===== config.mk =====
export PLATFORM = sky130hd
export DESIGN_NAME = cmp_search
export DESIGN_NICKNAME = d
export VERILOG_FILES = /design/src/rtl/cmp_search.sv
export SDC_FILE = /design/constraint.sdc
export NUM_CORES = 1
export LEC_CHECK = 0
export BUFFER_PORTS_ARGS = -buffer_cell sky130_fd_sc_hd__buf_2
export CORE_MARGIN = 3
export CORE_UTILIZATION = 35
export CTS_BUF_LIST = sky130_fd_sc_hd__clkbuf_2 sky130_fd_sc_hd__clkbuf_4 sky130_fd_sc_hd__clkbuf_8
export DETAILED_ROUTE_END_ITERATION = 10
export GPL_TIMING_DRIVEN = 0
export PLACE_DENSITY = 0.61
export SLEW_MARGIN = 30
export SYNTH_ARGS = -nofsm -noshare
export SYNTH_HDL_FRONTEND = slang
export SYNTH_SLANG_ARGS = --single-unit

===== constraint.sdc =====
create_clock -name clk -period 2.34 [get_ports clk]
set_clock_uncertainty 0.1 [all_clocks]
set_input_delay 0.117 -clock clk [delete_from_list [all_inputs] [get_ports clk]]
set_output_delay 0.117 -clock clk [all_outputs]
set_load 0.01 [all_outputs]

===== src/rtl/cmp_search.sv =====
// Successive-approximation controller: binary-searches an unknown A by driving
// guesses to a G/L/E comparator. Optional watchdog: CMP_SEARCH_TIMEOUT_EN.
module cmp_search #(
   parameter int WIDTH   = 3,
   parameter int STEP_W  = 4,
   parameter int TIMEOUT = 15
) (
   input  logic              clk,
   input  logic              rst_n,
   input  logic              start,
   output logic              req,
   output logic [WIDTH-1:0]  guess,
   input  logic              cmp_valid,
   input  logic              G,
   input  logic              L,
   input  logic              E,
   output logic              busy,
   output logic              done,
   output logic              err,
   output logic [WIDTH-1:0]  result,
   output logic [STEP_W-1:0] steps
);

   typedef enum logic [2:0] {IDLE, QUERY, UPDATE, DONE, ERR} state_t;

   // lo/hi carry one extra bit so guess+1 at the top never wraps
   localparam logic [WIDTH:0]   HI_INIT = {1'b0, {WIDTH{1'b1}}};
   localparam logic [WIDTH-1:0] G_MAX   = {WIDTH{1'b1}};

   state_t            state, state_n;
   logic [WIDTH:0]    lo, lo_n, hi, hi_n, mid;
   logic [WIDTH-1:0]  guess_n, result_n;
   logic [STEP_W-1:0] steps_n, steps_inc;

`ifdef CMP_SEARCH_TIMEOUT_EN
   localparam int TW = $clog2(TIMEOUT + 1);
   logic [TW-1:0] wdog, wdog_n;
`endif

   always_ff @(posedge clk or negedge rst_n) begin
      if (!rst_n) begin
         state  <= IDLE;
         lo     <= '0;
         hi     <= HI_INIT;
         guess  <= '0;
         result <= '0;
         steps  <= '0;
`ifdef CMP_SEARCH_TIMEOUT_EN
         wdog   <= '0;
`endif
      end else begin
         state  <= state_n;
         lo     <= lo_n;
         hi     <= hi_n;
         guess  <= guess_n;
         result <= result_n;
         steps  <= steps_n;
`ifdef CMP_SEARCH_TIMEOUT_EN
         wdog   <= wdog_n;
`endif
      end
   end

   assign mid       = lo + hi;
   assign steps_inc = (steps == {STEP_W{1'b1}}) ? steps : steps + 1'b1;

   always_comb begin
      state_n  = state;
      lo_n     = lo;
      hi_n     = hi;
      guess_n  = guess;
      result_n = result;
      steps_n  = steps;
`ifdef CMP_SEARCH_TIMEOUT_EN
      wdog_n   = wdog;
`endif
      case (state)
         IDLE, DONE, ERR: begin
            if (start) begin
               lo_n    = '0;
               hi_n    = HI_INIT;
               guess_n = HI_INIT[WIDTH:1];
               steps_n = '0;
               state_n = QUERY;
`ifdef CMP_SEARCH_TIMEOUT_EN
               wdog_n  = '0;
`endif
            end
         end
         QUERY: begin
            if (cmp_valid) begin
               steps_n = steps_inc;
               if (!$onehot({G, L, E})) begin
                  state_n = ERR;
               end else if (E) begin
                  result_n = guess;
                  state_n  = DONE;
               end else if (G) begin
                  if (guess == G_MAX) state_n = ERR;
                  else begin
                     lo_n    = {1'b0, guess} + 1'b1;
                     state_n = UPDATE;
                  end
               end else begin
                  if (guess == '0) state_n = ERR;
                  else begin
                     hi_n    = {1'b0, guess} - 1'b1;
                     state_n = UPDATE;
                  end
               end
            end
`ifdef CMP_SEARCH_TIMEOUT_EN
            else if (wdog == TW'(TIMEOUT - 1)) state_n = ERR;
            else wdog_n = wdog + 1'b1;
`endif
         end
         UPDATE: begin
            if (lo > hi) state_n = ERR;
            else begin
               guess_n = mid[WIDTH:1];
               state_n = QUERY;
`ifdef CMP_SEARCH_TIMEOUT_EN
               wdog_n  = '0;
`endif
            end
         end
         default: state_n = IDLE;
      endcase
   end

   // status decoded from state so an async reset clears them at once
   assign req  = (state == QUERY);
   assign busy = (state == QUERY) || (state == UPDATE);
   assign done = (state == DONE);
   assign err  = (state == ERR);

endmodule


-- Word-level counts from Yosys, hierarchy flattened
Cells that the tools add are included.
- flip-flop bits (word level): 21
- latch bits: 0
- bits in writable memories: 0
- ROM bits: 0
- input bits: 7
- memories kept: 0
- add/subtract/negate cells: 6
- multipliers: 0
- divide/modulo/power cells: 0
- order comparisons: 1
- equality and inequality tests: 17
- shift-type cells: 0
- muxes and demuxes: 29
- bitwise gates (word level): 0
- reduce and logical (&&, ||, !) cells: 12
- operators with widths (cell ; number):
    two-way mux 4 bit ; 14
    two-way mux 3 bit ; 10
    one-hot mux 4 bit (2 select lines) ; 3
    inequality test 2 bit, second input constant ; 8
    AND reduction 7 bit ; 2
    one-hot mux 3 bit (3 select lines) ; 1
    AND reduction 4 bit ; 2
    equality test 3 x 2 -> 1 bit, second input constant ; 2
    equality test 3 bit, second input constant ; 2
    zero test 3 bit ; 2
    one-hot mux 3 bit (2 select lines) ; 1
    adder 3 x 1 -> 4 bit, second input constant ; 1
    adder 4 x 1 -> 4 bit, second input constant ; 1
    adder 4 bit ; 1
    equality test 4 bit, second input constant ; 1
    > comparator 4 bit ; 1
    inequality test 2 x 1 -> 1 bit, second input constant ; 2
    nonzero test 2 bit ; 2
    subtractor 3 x 1 -> 4 bit, second input constant ; 1
    equality test 3 x 1 -> 1 bit, second input constant ; 1
    AND reduction 3 bit ; 1
    OR reduction 3 bit ; 1
    adder 1 x 1 -> 2 bit ; 1
    adder 2 x 1 -> 2 bit ; 1
    3 further kinds ; 3

-- Longest topological paths before layout
Gate-level depths: netlist of the first run.
- depth in word-level cells: 7
- gate-level depth with buffers: 6

-- Least setup slack after synthesis of the first run
OpenSTA, ideal clock, no wires.
- path kind: input to register
- start: in E
- end: reg lo[1]
- library setup time: 125 ps
- arrival time: 1846 ps
- required time: 2115 ps
- setup slack: 269 ps
- cell stages on the path: 5
- cell sequence: fa_1 nand2b_1 or4_4 a22oi_4 mux2_4
- longest elaborated chain between the ends: 5
- ends and longest elaborated chain (item ; RTL line ; text):
    start, declared ; 16 ; input logic E,
    adder 1 x 1 -> 2 bit (not written as such) ; 93 ; if (!$onehot({G, L, E})) begin
    adder 2 x 1 -> 2 bit (not written as such) ; 93 ;
    equality test 2 x 1 -> 1 bit ; 93 ;
    inequality test 2 x 1 -> 1 bit (no source line) ; - ;
    AND reduction 7 bit (no source line) (*) ; - ;
    end signal, assigned ; 53 ; lo <= lo_n;
    end, declared ; 31 ; logic [WIDTH:0] lo, lo_n, hi, hi_n, mid;
Mark *: on every way between the ends. The rest lies on a longest branch, timed or not.
A chain may end at the register's enable or synchronous reset.

-- Final worst setup path of the first run
- start: reg hi[1]
- end: reg guess[0]
- longest elaborated chain between the ends: 3
- ends and longest elaborated chain (item ; RTL line ; text):
    start, declared ; 31 ;
    start signal, assigned ; 54 ; hi <= hi_n;
    adder 4 bit / > comparator 4 bit (equally long branches) ; 64, 118 ;
    two-way mux 3 bit / inequality test 2 bit (equally long branches) ; - ;
    one-hot mux 3 bit (2 select lines) / AND reduction 3 bit (equally long branches) ; - ;
    end signal, assigned ; 55 ; guess <= guess_n;
    end, declared ; 12 ; output logic [WIDTH-1:0] guess,
Parallel ways exist; a longest one is shown, timed or not. The select of a mux whose other input is x is not followed.

==> results of run 1 <==
==> metrics by stage <==
| stage | hold WS, ps | utilization [%] | worst slack (ps) | instance area (sq um) |
|---|---|---|---|---|
| 3_5_place_dp | 15.0 | 42.4 | 39.9 | 1620 |
| 2_1_floorplan | -279 | - | 269 | 1460 |
| 3_3_place_gp | 8.78 | 42.4 | 54.2 | 1620 |
| 6_report | 69.2 | 43.9 | 199 | 1680 |
| 4_1_cts | 71.5 | 43.9 | 200 | 1680 |
| 5_1_grt | 78.1 | 43.9 | 95.5 | 1680 |
==> cell families after synthesis <==
kind of cell | after synthesis | share of synthesized area (%)
multiplexers | 16 | 11.6
buffers and inverters | 18 | 4.79
AND/OR/NAND/NOR | 47 | 18.4
XOR/XNOR | 3 | 1.80
flip-flops | 21 | 36.2
AO/OA/AOI/OAI | 27 | 14.1
adder cells (fa/ha/maj) | 14 | 13.0
==> routing by layer <==
| layer | up-vias | track usage (%) |
|---|---|---|
| met1 | 533 | 18.2 |
| li1 | 555 | - |
| met5 | - | 0 |
| met4 | 0 | 1.88 |
| met2 | 17 | 19.9 |
| met3 | 2 | 3.69 |
==> power breakdown <==
part	switching [mW]	internal [mW]	total [mW]
registers	0.114	0.476	0.589
logic	0.449	0.374	0.823
clock network	0.112	0.133	0.245
==> sequential cells by signal, summed over array words and instances (netlist names) <==
name,flops
guess,3
steps,4
result,3
state,3
hi,4
lo,4
==> critical path, cell delays in order (launching register included) <==
cell,delay (ps)
dfstp_2,540
inv_1,80
ha_1,310
nor2b_1,140
o211a_1,220
o31ai_2,430
mux2i_1,250
==> worst paths after layout <==
| check | endpoint | slack, ps | cells after the start |
|---|---|---|---|
| min | state[1]$_DFFE_PN0P_ | 70 | 2 |
| max | guess[0]$_DFFE_PN0P_ | 200 | 6 |
| min reg2reg | hi[2]$_DFFE_PN1P_ | 410 | 2 |
| max in group asynchronous | hi[2]$_DFFE_PN1P_ | 1530 | 2 |
| min in group asynchronous | lo[1]$_DFFE_PN0P_ | 250 | 2 |
| max reg2reg | guess[0]$_DFFE_PN0P_ | 200 | 6 |
==> timing repair <==
action	in CTS	in global routing
setup endpoints to repair	0	0
endpoints found under the hold margin	18	0
hold buffers	1	0
==> Yosys cell counts <==
master	count	share of area, %
dfrtp_1	18	31
inv_1	16	4.1
ha_1	12	10
mux2i_1	11	7.5
nand2_1	10	2.6
a21oi_1	7	2.4
nand2b_1	7	3.0
nor2_1	7	1.8
o21ai_0	7	2.4
nand3_1	4	1.4
nor2b_1	4	1.7
dfstp_2	3	5.4
mux2_2	3	2.3
or3b_2	3	1.8
and2_1	2	0.86
buf_2	2	0.68
fa_1	2	2.7
nand4_1	2	0.86
nor3_1	2	0.68
nor3b_1	2	1.0
o21a_1	2	1.0
xnor2_1	2	1.2
a21o_1	1	0.51
a22oi_4	1	1.5
a2bb2oi_1	1	0.60
a2bb2oi_4	1	1.8
a31oi_1	1	0.43
a41oi_1	1	0.60
and4_1	1	0.60
mux2_1	1	0.77
mux2_4	1	1.0
nand2b_4	1	0.94
o211a_1	1	0.68
o21ai_1	1	0.34
o21ai_2	1	0.60
o22ai_1	1	0.43
o31ai_2	1	0.86
or2_2	1	0.43
or4_4	1	0.77
xor2_1	1	0.60
==> cell type report <==
cell class	count	area share [%]
buffer	2	0.596
clock buffer	4	2.90
inverter	16	3.57
multi-input combinational	107	51.3
sequential	21	31.5
tap	48	3.57
timing repair buffer	21	6.55
==> run metrics, run 1 <==
Finish-stage setup viols 0; Rel. slew slack 67.8%; area grow syn2layout 15.0%; CTS sink cnt 21; CP Launch Point hi[1]$_DFFE_PN1P_; gpl congestion 0.814; Initial DRT Pass Iterations 4; root buffer cell clkbuf_8; worst-margin pin slew 484 ps; Synth Warn # 0; layout cell share with drive strength beyond 1 25.1%; Post-Syn Area 1460 sq um; Core Box Area 3830 sq um; Distinct cells, synth 40; Crit Path Class reg2reg; RR Startpoint hi[1]$_DFFE_PN1P_; met2 routed WL 1360 microns; Total Power 1.66 mW; H-tree depth 1; syn nets 167; Initial Util 38.2%; CTS max path bufs 2; Tmin final 2140 ps; Max-Cap Viols 0; arrival time worst endpoint 2220 ps; fillers 394; DR vias/cell 5.05; register area 529 sq um; crit-path max FO 4; initial antenna violation count 0; WL per Instance 13.6 microns; Inst Count DP 214; final hold vios 0; Setup Fix Bufs, Post-CTS 0; number of diodes 0; Non-Filler Instances 219; period utilization 91.5%; outcome completed; most frequent cells in the layout buf_2, dfrtp_1, inv_1; CP required 2420 ps; fin. max-slew vios 0; DR DRC count 0; clock slew at the register clock pins of the worst setup and hold paths 80 ps; CTS Buf Count 3; met3 WL 124 microns; Post-Route WL 2980 microns; Hold Crit Start start; TritonCTS clock tree done; number of global-route vias before repair 1069; first-pass GRT wire length 5120 microns; Die Area 4990 sq um; Seq cells post-synth 21; Pwr Density 986 nW/um^2; RSZ-0062 raised after global routing no; clk_lat worst skew 260 ps; # port buffers 20; via count 1107; GRT Total Usage 12.8%; Layout Nets 193; post-cts resize count 0; worst vdd ir 443 uV; Die X 70.6 microns; multi-input logic area 862 sq um; top layer in use met4; Final ANT Viol Nets 0; CP Launch Type register; most common cell after layout, fill and taps aside buf_2; hpwl dp 2390 microns; f_max 467 MHz; Crit. End Element register; sequential-to-total area share from yosys stat 36.2%; Lkg Pwr 0.829 nW; WL met1 1480 microns; Core Rows 22; TNS Setup 0 ps; num ports 21; Hold WC Path Type in2reg; largest net degree at the start of global routing 22; Gate Count Post-Synth 146; syn_area_per_cell 10.0 sq um; 1st-iter DRT viols 51; gr ovfl total 0; Die Ht 70.6 microns
(Power assumes the default switching activity.)
==> inputs of run 2 (changes only) <==
--- a/config.mk
+++ b/config.mk
@@ -11,7 +11,6 @@
 export CTS_BUF_LIST = sky130_fd_sc_hd__clkbuf_2 sky130_fd_sc_hd__clkbuf_4 sky130_fd_sc_hd__clkbuf_8
 export DETAILED_ROUTE_END_ITERATION = 10
 export GPL_TIMING_DRIVEN = 0
-export PLACE_DENSITY = 0.61
 export SLEW_MARGIN = 30
 export SYNTH_ARGS = -nofsm -noshare
 export SYNTH_HDL_FRONTEND = slang
==> run 2 against run 1 <==
Compared with the run above:
- utilization unchanged
- global-route usage rose by 0.62 points
- count of clock-buffer cells in the layout stayed put
- first-iteration DRC count up 16%
- register-to-register slack improved by 20 ps
- setup slack improved by 15 ps
- sequential power about the same
- clock power is 2% higher
- critical path type unchanged
==> run metrics, run 2 (synthesis results as in run 1) <==
Finish-stage setup viols 0; Top Registers hi: 4 flops, lo: 4 flops, steps: 4 flops; Die Area 4990 sq um; Final ANT Viol Nets 0; DR vias/cell 5.11; largest net degree at the start of global routing 22; Initial DRT Pass Iterations 6; DR DRC count 0; Die Ht 70.6 microns; post-cts resize count 0; CTS max path bufs 2; CTS Buf Count 3; Post-Route WL 3040 microns; Non-Filler Instances 219; fin. max-slew vios 0; Crit Path Class reg2reg; Min Hold Slack 65.9 ps; number of diodes 0; Crit. End Element register; period utilization 90.9%; worst-margin pin slew 490 ps; hpwl dp 2380 microns; 1st-iter DRT viols 59; most frequent cells in the layout buf_2, dfrtp_1, inv_1; outcome completed; Initial Util 38.2%; first-pass GRT wire length 5400 microns; Tmin final 2130 ps; CP Cell Sequence inv_1 -> ha_1 -> nor2b_1 -> o211a_1 -> o31ai_2 -> mux2i_1; crit-path max FO 4; clk_lat worst skew 260 ps; Max-Cap Viols 0; critical path's slowest cell dfstp_2; Final Util 43.9%; WL per Instance 13.9 microns; TNS Setup 0 ps; Top Family by Delay on Critical Path compound AO/OA/AOI/OAI gates; Lkg Pwr 0.829 nW; arrival time worst endpoint 2210 ps; CP peak stage delay 530 ps; worst vdd ir 499 uV; CP required 2420 ps; CTS sink cnt 21; Layout Nets 193; final hold vios 0; num ports 21; f_max 470 MHz; area grow syn2layout 15.0%; H-tree depth 1; TritonCTS clock tree done; Hold WC Path Type in2reg; Core Rows 22; clock slew at the register clock pins of the worst setup and hold paths 80 ps; most common cell after layout, fill and taps aside buf_2; root buffer cell clkbuf_8; gpl congestion 0.830; # port buffers 20; number of global-route vias before repair 1166; Setup Fix Bufs, Post-CTS 0; Pwr Density 991 nW/um^2; Die X 70.6 microns; gr ovfl total 0; initial antenna violation count 0; layout cell share with drive strength beyond 1 25.1%; Core Box Area 3830 sq um; fin area 1680 sq um; area of placed instances 1620 sq um; Rel. slew slack 67.3%; Critical path buffers and inverters 1; RSZ-0062 raised after global routing no; via count 1120; GRT Total Usage 13.4%; CP Launch Type register; Inst Count DP 214
==> run 2: cell counts in the layout (fill, tap and decap cells not counted) <==
No cell type changed its count.
==> run 2: report_power, final <==
group / internal (mW) / switching, mW
Combinational: 0.375 / 0.451
Clock: 0.133 / 0.116
Sequential: 0.476 / 0.115
Total: 0.983 / 0.682
==> run 2: repair_timing <==
action | in CTS | in global routing
hold buffers | 1 | 0
endpoints found under the setup margin | 0 | 0
hold endpoints to repair | 18 | 0
==> run 2: layer usage <==
layer  vias to the layer above  part of all wire, %  global-route usage [%]
li1                        550                    -                       -
met1                       550                   48                    17.8
met2                        16                   48                    22.0
met3                         4                  3.7                    3.55
met4                         0                 0.92                    3.13
met5                         -                    0                       0
==> run 2: metrics by stage <==
step / power [mW] / setup WS, ps
6_report: 1.66 / 214
5_1_grt: 1.81 / 64.4
4_1_cts: 1.68 / 196
3_5_place_dp: 1.42 / 39.9
3_3_place_gp: 1.40 / 53.0
2_1_floorplan: 1.18 / 269
==> run 2: worst paths after layout <==
check / endpoint / depth (start not counted) / slack [ps] / start
worst max-delay path: guess[1]$_DFFE_PN0P_ / 6 / 210 / hi[1]$_DFFE_PN1P_
worst min-delay path: state[1]$_DFFE_PN0P_ / 2 / 70 / start
worst max register to register: guess[1]$_DFFE_PN0P_ / 6 / 210 / hi[1]$_DFFE_PN1P_
worst min register to register: hi[2]$_DFFE_PN1P_ / 2 / 400 / hi[2]$_DFFE_PN1P_
max in group asynchronous: hi[2]$_DFFE_PN1P_ / 2 / 1540 / rst_n
min in group asynchronous: guess[1]$_DFFE_PN0P_ / 2 / 250 / rst_n
==> run 2: final cells by class <==
cell class / instances / area, sq um
Fill cell: 392 / 2150
Inverter: 16 / 60.1
Sequential cell: 21 / 529
Buffer: 2 / 10.0
Timing Repair Buffer: 21 / 110
Multi-Input combinational cell: 107 / 862
Clock buffer: 4 / 48.8
Tap cell: 48 / 60.1
